$ cat src/rtl/add_8bit.sv
// Registered unsigned adder/subtractor with carry/borrow, signed-overflow and zero flags; ADD8_SATURATE_EN selects unsigned saturation.
// Latency: 1 cycle from an in_valid capture edge to result/flags with out_valid.
// Backpressure: none; accepts one op every cycle, and outputs hold while in_valid is low.
module add_8bit #(
    parameter int              WIDTH     = 8,
    parameter logic [WIDTH-1:0] RESET_VAL = '0
) (
    input  logic             clk,
    input  logic             rst_n,
    input  logic             in_valid,
    input  logic             sub,
    input  logic [WIDTH-1:0] a,
    input  logic [WIDTH-1:0] b,
    output logic [WIDTH-1:0] result,
    output logic             carry,
    output logic             overflow,
    output logic             zero,
    output logic             out_valid
);

    localparam int MSB = WIDTH - 1;

    logic [WIDTH-1:0] b_op;
    logic [WIDTH:0]   sum_full;
    logic [WIDTH-1:0] raw_res;
    logic             raw_carry;
    logic             raw_ovf;
    logic [WIDTH-1:0] final_res;

    logic [WIDTH-1:0] result_d, result_q;
    logic             carry_d, carry_q;
    logic             overflow_d, overflow_q;
    logic             zero_d, zero_q;
    logic             out_valid_d, out_valid_q;

    // Subtraction is a + ~b + 1; the top bit is then "no borrow", so it is inverted for carry.
    always_comb begin
        b_op      = sub ? ~b : b;
        sum_full  = {1'b0, a} + {1'b0, b_op} + {{WIDTH{1'b0}}, sub};
        raw_res   = sum_full[WIDTH-1:0];
        raw_carry = sub ? ~sum_full[WIDTH] : sum_full[WIDTH];
        if (sub) begin
            raw_ovf = (a[MSB] != b[MSB]) && (raw_res[MSB] != a[MSB]);
        end else begin
            raw_ovf = (a[MSB] == b[MSB]) && (raw_res[MSB] != a[MSB]);
        end
    end

`ifdef ADD8_SATURATE_EN
    always_comb begin
        final_res = raw_res;
        if (raw_carry) begin
            final_res = sub ? {WIDTH{1'b0}} : {WIDTH{1'b1}};
        end
    end
`else
    always_comb begin
        final_res = raw_res;
    end
`endif

    always_comb begin
        result_d    = result_q;
        carry_d     = carry_q;
        overflow_d  = overflow_q;
        zero_d      = zero_q;
        out_valid_d = in_valid;
        if (in_valid) begin
            result_d   = final_res;
            carry_d    = raw_carry;
            overflow_d = raw_ovf;
            zero_d     = (final_res == '0);
        end
    end

    // zero resets to 1 regardless of RESET_VAL, so it reads as idle after reset.
    always_ff @(posedge clk or negedge rst_n) begin
        if (!rst_n) begin
            result_q    <= RESET_VAL;
            carry_q     <= 1'b0;
            overflow_q  <= 1'b0;
            zero_q      <= 1'b1;
            out_valid_q <= 1'b0;
        end else begin
            result_q    <= result_d;
            carry_q     <= carry_d;
            overflow_q  <= overflow_d;
            zero_q      <= zero_d;
            out_valid_q <= out_valid_d;
        end
    end

    assign result    = result_q;
    assign carry     = carry_q;
    assign overflow  = overflow_q;
    assign zero      = zero_q;
    assign out_valid = out_valid_q;

endmodule

$ cat config.mk
export PLATFORM = sky130hd
export DESIGN_NAME = add_8bit
export DESIGN_NICKNAME = d
export VERILOG_FILES = /design/src/rtl/add_8bit.sv
export SDC_FILE = /design/constraint.sdc
export NUM_CORES = 1
export LEC_CHECK = 0
export ABC_CLOCK_PERIOD_IN_PS = 1000
export CAP_MARGIN = 10
export CORE_AREA = 10 10 58 60
export DETAILED_ROUTE_END_ITERATION = 8
export DIE_AREA = 0 0 68 70
export PLACE_DENSITY = 0.8
export SETUP_SLACK_MARGIN = 0.05
export SLEW_MARGIN = 10
export SYNTH_ARGS = -nofsm -noshare
export SYNTH_HDL_FRONTEND = slang
export SYNTH_SLANG_ARGS = --single-unit
$ cat constraint.sdc
create_clock -name clk -period 1 [get_ports clk]
set_input_delay 0.15 -clock clk [delete_from_list [all_inputs] [get_ports clk]]
set_output_delay 0.15 -clock clk [all_outputs]
set_load 0.01 [all_outputs]
==> results of run 1 <==
per-stage QoR:
stage	instance area (um^2)	setup slack (ps)	hold slack, ps
2_1_floorplan	1012	-983.2	-145.6
3_3_place_gp	1614	-1534	465.1
3_5_place_dp	1614	-1596	462.5
4_1_cts	1808	-811.4	176.9
5_1_grt	1929	-904.2	171.2
6_report	1929	-844.9	152.5
state kept, by name (all words and copies together) (netlist names):
register   flops
carry          1
result         8
out_valid      1
overflow       1
zero           1
report_power, final:
| part | switching (mW) | total (mW) | internal [mW] |
|---|---|---|---|
| Clock | 0.181 | 0.337 | 0.155 |
| Combinational | 0.741 | 1.69 | 0.945 |
| Sequential | 0.0656 | 0.657 | 0.592 |
| Total | 0.988 | 2.68 | 1.69 |
cells in the final DEF, fill, tap and decap left out, drive strengths merged, types with 2 or more instances in the layout:
master / count
a211o: 2
inv: 6
nand2b: 2
buf: 67
ha: 8
mux2i: 2
clkdlybuf4s15: 3
nor3: 5
a21oi: 6
mux2: 5
xnor2: 3
nand4: 2
xor2: 8
a31oi: 3
nand3: 3
or3: 2
and2: 4
dlygate4sd2: 7
clkbuf: 4
dfrtp: 11
nor2: 6
clkdlybuf4s50: 5
o21ai: 3
nand2: 5
critical path, stage by stage:
cell and delay, ps:
buf_6 100, xor2_2 170, ha_1 300, and2_4 170, a211o_4 360, buf_4 150
a41oi_4 170, buf_4 160, nand4_1 120, a31oi_1 190
how the worst max path moves through the flow:
stage	end	slack, ps	cells after the start
floorplan	overflow	-980	8
global route	overflow	-900	10
detailed placement	overflow	-1600	8
finish	overflow	-840	10
CTS	overflow	-810	8
global placement	overflow	-1530	8
per-layer routing:
layer / wire length, um / vias to the layer above / share of wire (%)
met3: 343 / 35 / 7.8
li1: - / 543 / -
met5: 0 / - / 0
met4: 337 / 0 / 7.7
met2: 2247 / 100 / 51
met1: 1454 / 572 / 33
timing repair:
action | 4_1_cts | 5_1_grt
hold endpoints to repair | 0 | 0
hold buffers | 0 | 0
pin swaps | 28 | 8
setup endpoints to repair | 23 | 23
buffers inserted | 13 | 4
resized for setup | 113 | 13
logic make-up after synthesis:
logic type / Yosys count
adders and majority gates: 9
xor gates and xnor gates: 11
DFF: 12
buffers and inverters: 8
muxes: 7
and+or+nand+nor: 32
AOI/OAI and AO/OA: 23
layout make-up:
class                           instances  area (um^2)  area share (%)
Timing Repair Buffer                   82        691.9           35.86
Sequential cell                        12        301.5           15.63
Antenna cell                            1        2.502          0.1297
Tap cell                               30        37.54           1.946
Inverter                                6        22.52           1.167
Clock buffer                            4        26.28           1.362
Multi-Input combinational cell         82        847.1           43.90
==> results.py, run 1 <==
metrics = {
    "detailed_routing": {
        "wire_per_inst_um": 20.20,
        "via_count": 1250,
        "detailedRoute.firstIterationViolations": 104,
        "drt-pass1-iter-count": 5,
        "totalWireLength_um": 4383,
        "drt.antenna.violating_nets": 0,
        "detail_route.vias_per_cell": 5.760,
        "drcViolationCount": 0,
    },
    "yosys": {
        "synth_top_flop_cell": "dfrtp_1",
        "synthXorXnorAreaFrac_pct": 10.03,
        "ys_top_cells_by_count": "dfrtp_1 (11), ha_1 (8), xor2_1 (8)",
        "yosysTopAreaCellShare_pct": 28.65,
        "synth.yosys.seq_area_share_pct": 31.38,
        "ys_warn_count": 0,
        "synth_top_family_by_area": "simple AND/OR/NAND/NOR gates",
        "post_synth_num_cell_types": 37,
        "synth_compound_gate_area_share_pct": 16.41,
        "post_synth.cell_area_avg_um2": 9.421,
        "synth.net_count": 131,
        "post_synth_main_area_contributors": "dfrtp_1 (29%), ha_1 (10%), xor2_1 (7.3%)",
        "synth_edf_count": 0,
        "synth_adder_area_share_pct": 12.50,
        "synthesized_area_fraction_occupied_by_and_or_nand_nor_cells_pct": 17.45,
        "yosys.area.top_type": "dfrtp_1",
        "yosys.cell_count.top_type": "dfrtp_1",
        "gate_count_after_technology_mapping": 102,
        "netlist_area_pre_place_um2": 960.9,
        "ys_ff_latch": 12,
        "asyncSetResetFlopFracSynth_pct": 100.0,
        "post_synth_mux_area_share_pct": 8.333,
    },
    "sta": {
        "slew_violations": 0,
        "final.setup_skew_ps": 0,
        "totalNegativeSetupSlack_ps": -6301,
        "finalCriticalPeriod_ps": 1845,
        "final_min_period_over_clock_period_pct": 184.5,
        "timing.fmax_mhz": 542.0,
        "worst_slew_pin_slew_ps": 318.7,
        "slew_headroom_pct": 78.68,
        "setup_repair_after_global_routing_missed_its_margin": "true",
        "final_critical_path_setup_slack_ps": -844.9,
        "timing.final.hold_violations": 0,
        "setup-violations-final": 11,
    },
    "pwr": {
        "power_per_cell_area_nw_per_um2": 1389,
        "power.ir.vdd_worst_uv": 1073,
        "p_total_mw": 2.680,
        "leakage_nw": 0.8925,
    },
    "global_route": {
        "met2_usage_pct": 30.23,
        "gr_overflow_total": 0,
        "largest_net_degree_at_the_start_of_global_routing": 15,
        "grt_busiest_layer": "met2",
        "grt_pass1_wl_um": 6120,
        "use_met1_pct": 15.60,
        "antenna_found_initial": 1,
        "global_route.usage.total_pct": 16.73,
        "first_global_vias": 1291,
        "grt_use_met3_pct": 2.552,
    },
    "floorplanning": {
        "die-height_um": 70,
        "rows": 18,
        "initial_core_util_pct": 41.03,
        "top_level_ports": 32,
        "floorplan.core_area_um2": 2342,
        "die_area_um2": 4760,
        "die_width_um": 68,
    },
    "place": {
        "port_buffers": 31,
        "dp.cells": 198,
        "post-dp-hpwl_um": 2646,
        "finalWeightedCongestion": 0.8614,
    },
    "clock_network": {
        "cts_h_tree_lvls": 1,
        "clk_path_buf_depth": 2,
        "clk_pin_slew_worst_paths_ps": 90,
        "tritoncts_clock_tree": "yes",
        "worst_skew_pair.late_latency_ps": 280,
        "numCtsBuffers": 3,
        "clock_tree.root_cell": "clkbuf_4",
        "numClockSinks": 12,
    },
    "critical_path": {
        "critical_path_required_ps": 1200,
        "startpoint_class": "input pin",
        "r2r_setup_slack_ps": 100,
        "critical_path_origin": "b[1]",
        "worstPathArrival_ps": 2050,
        "r2r_end": "result[7]",
        "r2r.worst_path.cells": 2,
        "timing_worst_setup_path_type": "input pin to flop",
        "worst_setup_path_end_kind": "flop",
        "crit_path_max_fanout": 3,
        "worstReg2RegStart": "result[7]",
    },
    "finish": {
        "area_delta_synth_final_pct": 100.8,
        "post_layout_nonfiller_instances": 217,
        "final_layout_size_suffix_gt1_share_pct": 58.06,
        "finish.net_count": 216,
        "fill_cells": 139,
        "final_core_utilization_pct": 82.37,
    },
    "run": {
        "maxCapViolCount": 0,
    },
    "outcome": {
        "run_status": "finished, violations left",
        "violations": "setup timing",
    },
    "min_path": {
        "timing.hold.worst.class": "input pin to async pin",
    },
}
No activity file was read; power rests on OpenSTA's default activity.
==> inputs of run 2 (changes only) <==
--- a/config.mk
+++ b/config.mk
@@ -7,10 +7,12 @@
 export LEC_CHECK = 0
 export ABC_CLOCK_PERIOD_IN_PS = 1000
 export CAP_MARGIN = 10
-export CORE_AREA = 10 10 58 60
+export CORE_AREA = 10 10 64 66
+export CTS_BUF_LIST = sky130_fd_sc_hd__clkbuf_8 sky130_fd_sc_hd__clkbuf_16
 export DETAILED_ROUTE_END_ITERATION = 8
-export DIE_AREA = 0 0 68 70
-export PLACE_DENSITY = 0.8
+export DIE_AREA = 0 0 74 76
+export HOLD_SLACK_MARGIN = 0.08
+export PLACE_DENSITY = 0.67
 export SETUP_SLACK_MARGIN = 0.05
 export SLEW_MARGIN = 10
 export SYNTH_ARGS = -nofsm -noshare
==> results.py, run 2 (same netlist as run 1, synthesis figures left out) <==
metrics = {
    "critical_path": {
        "worstPathArrival_ps": 1990,
        "worst_setup_path_end_kind": "flop",
        "timing_worst_setup_path_type": "input pin to flop",
        "startpoint_class": "input pin",
        "r2r.worst_path.cells": 2,
        "crit_path_max_fanout": 4,
        "critical_path_required_ps": 1170,
        "worstReg2RegStart": "result[3]",
        "critical_path_origin": "sub",
    },
    "floorplanning": {
        "rows": 20,
        "die_width_um": 74,
        "die_area_um2": 5624,
        "top_level_ports": 32,
        "initial_core_util_pct": 32.82,
        "die-height_um": 76,
        "floorplan.core_area_um2": 2928,
    },
    "global_route": {
        "first_global_vias": 1177,
        "global_route.usage.total_pct": 11.24,
        "gr_overflow_total": 0,
        "grt_pass1_wl_um": 5223,
        "largest_net_degree_at_the_start_of_global_routing": 15,
        "antenna_found_initial": 0,
    },
    "clock_network": {
        "worst_skew_pair.late_latency_ps": 250,
        "clock_tree.root_cell": "clkbuf_8",
        "numClockSinks": 12,
        "clk_path_buf_depth": 2,
        "clk_pin_slew_worst_paths_ps": 50,
        "tritoncts_clock_tree": "yes",
        "numCtsBuffers": 3,
        "cts_h_tree_lvls": 1,
    },
    "place": {
        "finalWeightedCongestion": 0.7953,
        "dp.cells": 200,
        "port_buffers": 31,
        "place_worst_setup_slack_ps": -1584,
        "placement.cell_area_um2": 1610,
        "post-dp-hpwl_um": 2394,
    },
    "pwr": {
        "power_per_cell_area_nw_per_um2": 1439,
        "power.ir.vdd_worst_uv": 1396,
        "p_total_mw": 2.791,
        "leakage_nw": 0.8983,
    },
    "run": {
        "maxCapViolCount": 0,
    },
    "min_path": {
        "timing.hold.worst.class": "input pin to async pin",
    },
    "finish": {
        "number_of_flip_flops_under_the_largest_register_name": 8,
        "post_layout_nonfiller_instances": 219,
        "final_core_utilization_pct": 66.24,
        "mostFrequentLayoutCells": "buf_4 (42), buf_2 (13), dfrtp_1 (11), buf_6 (11)",
        "finish.net_count": 216,
        "finalInstanceArea_um2": 1939,
        "ant_diodes": 0,
        "fill_cells": 219,
        "most_common_cell_after_layout_fill_and_taps_aside": "buf_4",
        "final_layout_size_suffix_gt1_share_pct": 59.68,
        "area_delta_synth_final_pct": 101.8,
    },
    "detailed_routing": {
        "totalWireLength_um": 3472,
        "detailedRoute.firstIterationViolations": 70,
        "drcViolationCount": 0,
        "wire_per_inst_um": 15.85,
        "drt-pass1-iter-count": 6,
        "detail_route.vias_per_cell": 5.000,
        "via_count": 1095,
        "drt.antenna.violating_nets": 0,
    },
    "sta": {
        "final.setup_skew_ps": 0,
        "setup-violations-final": 11,
        "finalCriticalPeriod_ps": 1821,
        "worst_slew_pin_slew_ps": 276.4,
        "slew_headroom_pct": 81.04,
        "final_min_period_over_clock_period_pct": 182.1,
        "timing.final.hold_violations": 0,
        "timing.fmax_mhz": 549.1,
        "slew_violations": 0,
        "hold_ws_ps": 193.6,
        "totalNegativeSetupSlack_ps": -6325,
        "setup_repair_after_global_routing_missed_its_margin": "true",
        "final_critical_path_setup_slack_ps": -821.2,
    },
    "outcome": {
        "violations": "setup timing",
        "run_status": "finished, violations left",
    },
}
## run 2: cell types whose count changed in the layout (fill, tap and decap cells not counted), moves of 3 or more
| cell | change |
|---|---|
| buf_4 | -3 |
| clkbuf_4 | -3 |
| clkbuf_8 | +4 |
| buf_6 | -3 |
| buf_2 | +6 |
## run 2: timing repair
action	4_1_cts	5_1_grt
gates resized for setup	113	13
buffers inserted	10	5
hold buffers	0	0
pin swaps	33	20
setup endpoints to repair	22	11
## run 2: area by class of cell
class | count | area [um^2] | share of cell area [%]
clock buffers | 4 | 55.05 | 2.839
inverters | 6 | 22.52 | 1.161
multi-input cells | 82 | 850.8 | 43.87
flip-flops and latches | 12 | 301.5 | 15.55
well taps | 33 | 41.29 | 2.129
repair buffers | 82 | 668.1 | 34.45
## run 2: power breakdown
part	leakage, nW	internal, mW	switching [mW]
sequential	0.139	0.593	0.0568
combinational	0.731	0.911	0.690
clock	0.0288	0.349	0.190
total	0.898	1.85	0.937
## run 2: worst paths after layout
kind	slack (ps)	end
max	-820	overflow
min	190	result[3]
max reg2reg	120	result[3]
min reg2reg	490	result[4]
max in group asynchronous	580	zero
min in group clk	360	zero
## run 2: per-layer routing
metal	GRT usage [%]	share of wire (%)
met5	0	0
met2	19.88	53
met3	1.823	4.9
met1	12.24	40
met4	5.410	1.9
## run 2: worst max-delay path, cell delays in order
cell and delay (ps):
buf_12 110, xor2_1 130, ha_1 340, and2_4 160
a211o_1 310, a211o_1 310, a311o_1 320, a31oi_1 160
==> inputs of run 3 (changes only) <==
--- a/config.mk
+++ b/config.mk
@@ -12,7 +12,7 @@
 export DETAILED_ROUTE_END_ITERATION = 8
 export DIE_AREA = 0 0 74 76
 export HOLD_SLACK_MARGIN = 0.08
-export PLACE_DENSITY = 0.67
+export PLACE_DENSITY = 0.72
 export SETUP_SLACK_MARGIN = 0.05
 export SLEW_MARGIN = 10
 export SYNTH_ARGS = -nofsm -noshare
==> results.py, run 3 (same netlist as run 1, synthesis figures left out) <==
metrics = {
    "outcome": {
        "run_status": "finished, violations left",
        "violations": "setup timing",
    },
    "global_route": {
        "first_global_vias": 1282,
        "global_route.usage.total_pct": 12.33,
        "gr_overflow_total": 0,
        "largest_net_degree_at_the_start_of_global_routing": 15,
        "antenna_found_initial": 0,
        "grt_pass1_wl_um": 5685,
    },
    "sta": {
        "finalCriticalPeriod_ps": 1877,
        "final_critical_path_setup_slack_ps": -876.9,
        "slew_headroom_pct": 73.14,
        "totalNegativeSetupSlack_ps": -6488,
        "timing.fmax_mhz": 532.8,
        "worst_slew_pin_slew_ps": 400.1,
        "final_min_period_over_clock_period_pct": 187.7,
        "final.setup_skew_ps": 0,
        "slew_violations": 0,
        "timing.final.hold_violations": 0,
        "setup-violations-final": 11,
        "setup_repair_after_global_routing_missed_its_margin": "true",
    },
    "detailed_routing": {
        "detail_route.vias_per_cell": 5.186,
        "drt.antenna.violating_nets": 0,
        "via_count": 1141,
        "wire_per_inst_um": 18.00,
        "drt-pass1-iter-count": 4,
        "totalWireLength_um": 3959,
        "drcViolationCount": 0,
        "detailedRoute.firstIterationViolations": 26,
    },
    "critical_path": {
        "worstReg2RegStart": "result[1]",
        "worstPathArrival_ps": 2010,
        "r2r_end": "result[1]",
        "critical_path_required_ps": 1140,
        "crit_path_max_fanout": 2,
        "r2r_setup_slack_ps": 130,
        "worst_setup_path_end_kind": "flop",
        "timing_worst_setup_path_type": "input pin to flop",
        "r2r.worst_path.cells": 2,
        "startpoint_class": "input pin",
    },
    "run": {
        "maxCapViolCount": 0,
    },
    "min_path": {
        "timing.hold.worst.class": "input pin to async pin",
    },
    "finish": {
        "mostFrequentLayoutCells": "buf_4 (38), buf_6 (16), buf_2 (13)",
        "finish.net_count": 217,
        "area_delta_synth_final_pct": 115.0,
        "finalInstanceArea_um2": 2066,
        "most_common_cell_after_layout_fill_and_taps_aside": "buf_4",
        "final_core_utilization_pct": 70.56,
        "number_of_flip_flops_under_the_largest_register_name": 8,
        "final_layout_size_suffix_gt1_share_pct": 63.64,
        "ant_diodes": 0,
    },
    "clock_network": {
        "cts_h_tree_lvls": 1,
        "tritoncts_clock_tree": "yes",
        "clk_path_buf_depth": 2,
        "ctsHoldBuffers": 0,
        "clock_tree.root_cell": "clkbuf_8",
        "numClockSinks": 12,
        "numCtsBuffers": 3,
        "clk_pin_slew_worst_paths_ps": 50,
        "worst_skew_pair.late_latency_ps": 230,
    },
    "pwr": {
        "p_total_mw": 2.916,
        "power.ir.vdd_worst_uv": 1145,
        "leakage_nw": 0.9278,
        "power_per_cell_area_nw_per_um2": 1411,
    },
    "place": {
        "port_buffers": 31,
        "placement.cell_area_um2": 1625,
        "post-dp-hpwl_um": 2413,
        "finalWeightedCongestion": 0.8456,
    },
    "floorplanning": {
        "floorplan.core_area_um2": 2928,
        "top_level_ports": 32,
        "die_area_um2": 5624,
        "die-height_um": 76,
        "die_width_um": 74,
        "rows": 20,
        "initial_core_util_pct": 32.82,
    },
}
[run 3: per-layer routing]
layer  share of wire (%)  vias up  track usage [%]
met5                   0        -                0
met4                 3.9        0            7.090
met3                 5.1       13            1.823
met2                  55       40            22.87
met1                  36      546            12.15
li1                    -      542                -
[run 3: final cells by class]
type                            count  area (um^2)
Inverter                            6        22.52
Sequential cell                    12        301.5
Tap cell                           33        41.29
Timing Repair Buffer               83        686.9
Clock buffer                        4        55.05
Multi-Input combinational cell     82        958.4
Fill cell                         209        862.1
[run 3: stage by stage]
stage          hold slack [ps]  instances  setup WS, ps
6_report                 141.1        220        -876.9
5_1_grt                  153.6        220        -985.1
4_1_cts                  144.4        218        -841.8
3_5_place_dp             399.0        202         -1575
3_3_place_gp             395.4        202         -1521
2_1_floorplan           -145.6        102        -983.2
[run 3: worst max-delay path: stages]
cell and delay, ps:
clkdlybuf4s15_1 210, mux2_4 290, fa_2 390, buf_6 150, xnor2_4 150, nand2_2 80, nor3_2 140, nand3b_1 140
o32ai_2 320
[run 3: worst max-delay path by stage]
stage                     from        to  slack, ps  depth (start not counted)
after floorplan            sub  overflow       -980                          8
after global placement     sub      zero      -1520                          9
final                     a[0]      zero       -880                          9
after CTS                  sub  overflow       -840                          8
after global routing      a[0]      zero       -990                          9
after detailed placement   sub      zero      -1580                          9
[run 3: what timing repair did]
| action | 4_1_cts | 5_1_grt |
|---|---|---|
| gates resized for setup | 116 | 31 |
| setup buffers | 12 | 3 |
| setup endpoints to repair | 22 | 14 |
| pin swaps | 32 | 24 |
[run 3: power breakdown]
| part | total, mW | switching [mW] | internal (mW) |
|---|---|---|---|
| clock | 0.518 | 0.171 | 0.347 |
| combinational | 1.75 | 0.785 | 0.961 |
| sequential | 0.652 | 0.0582 | 0.593 |
| total | 2.92 | 1.01 | 1.90 |
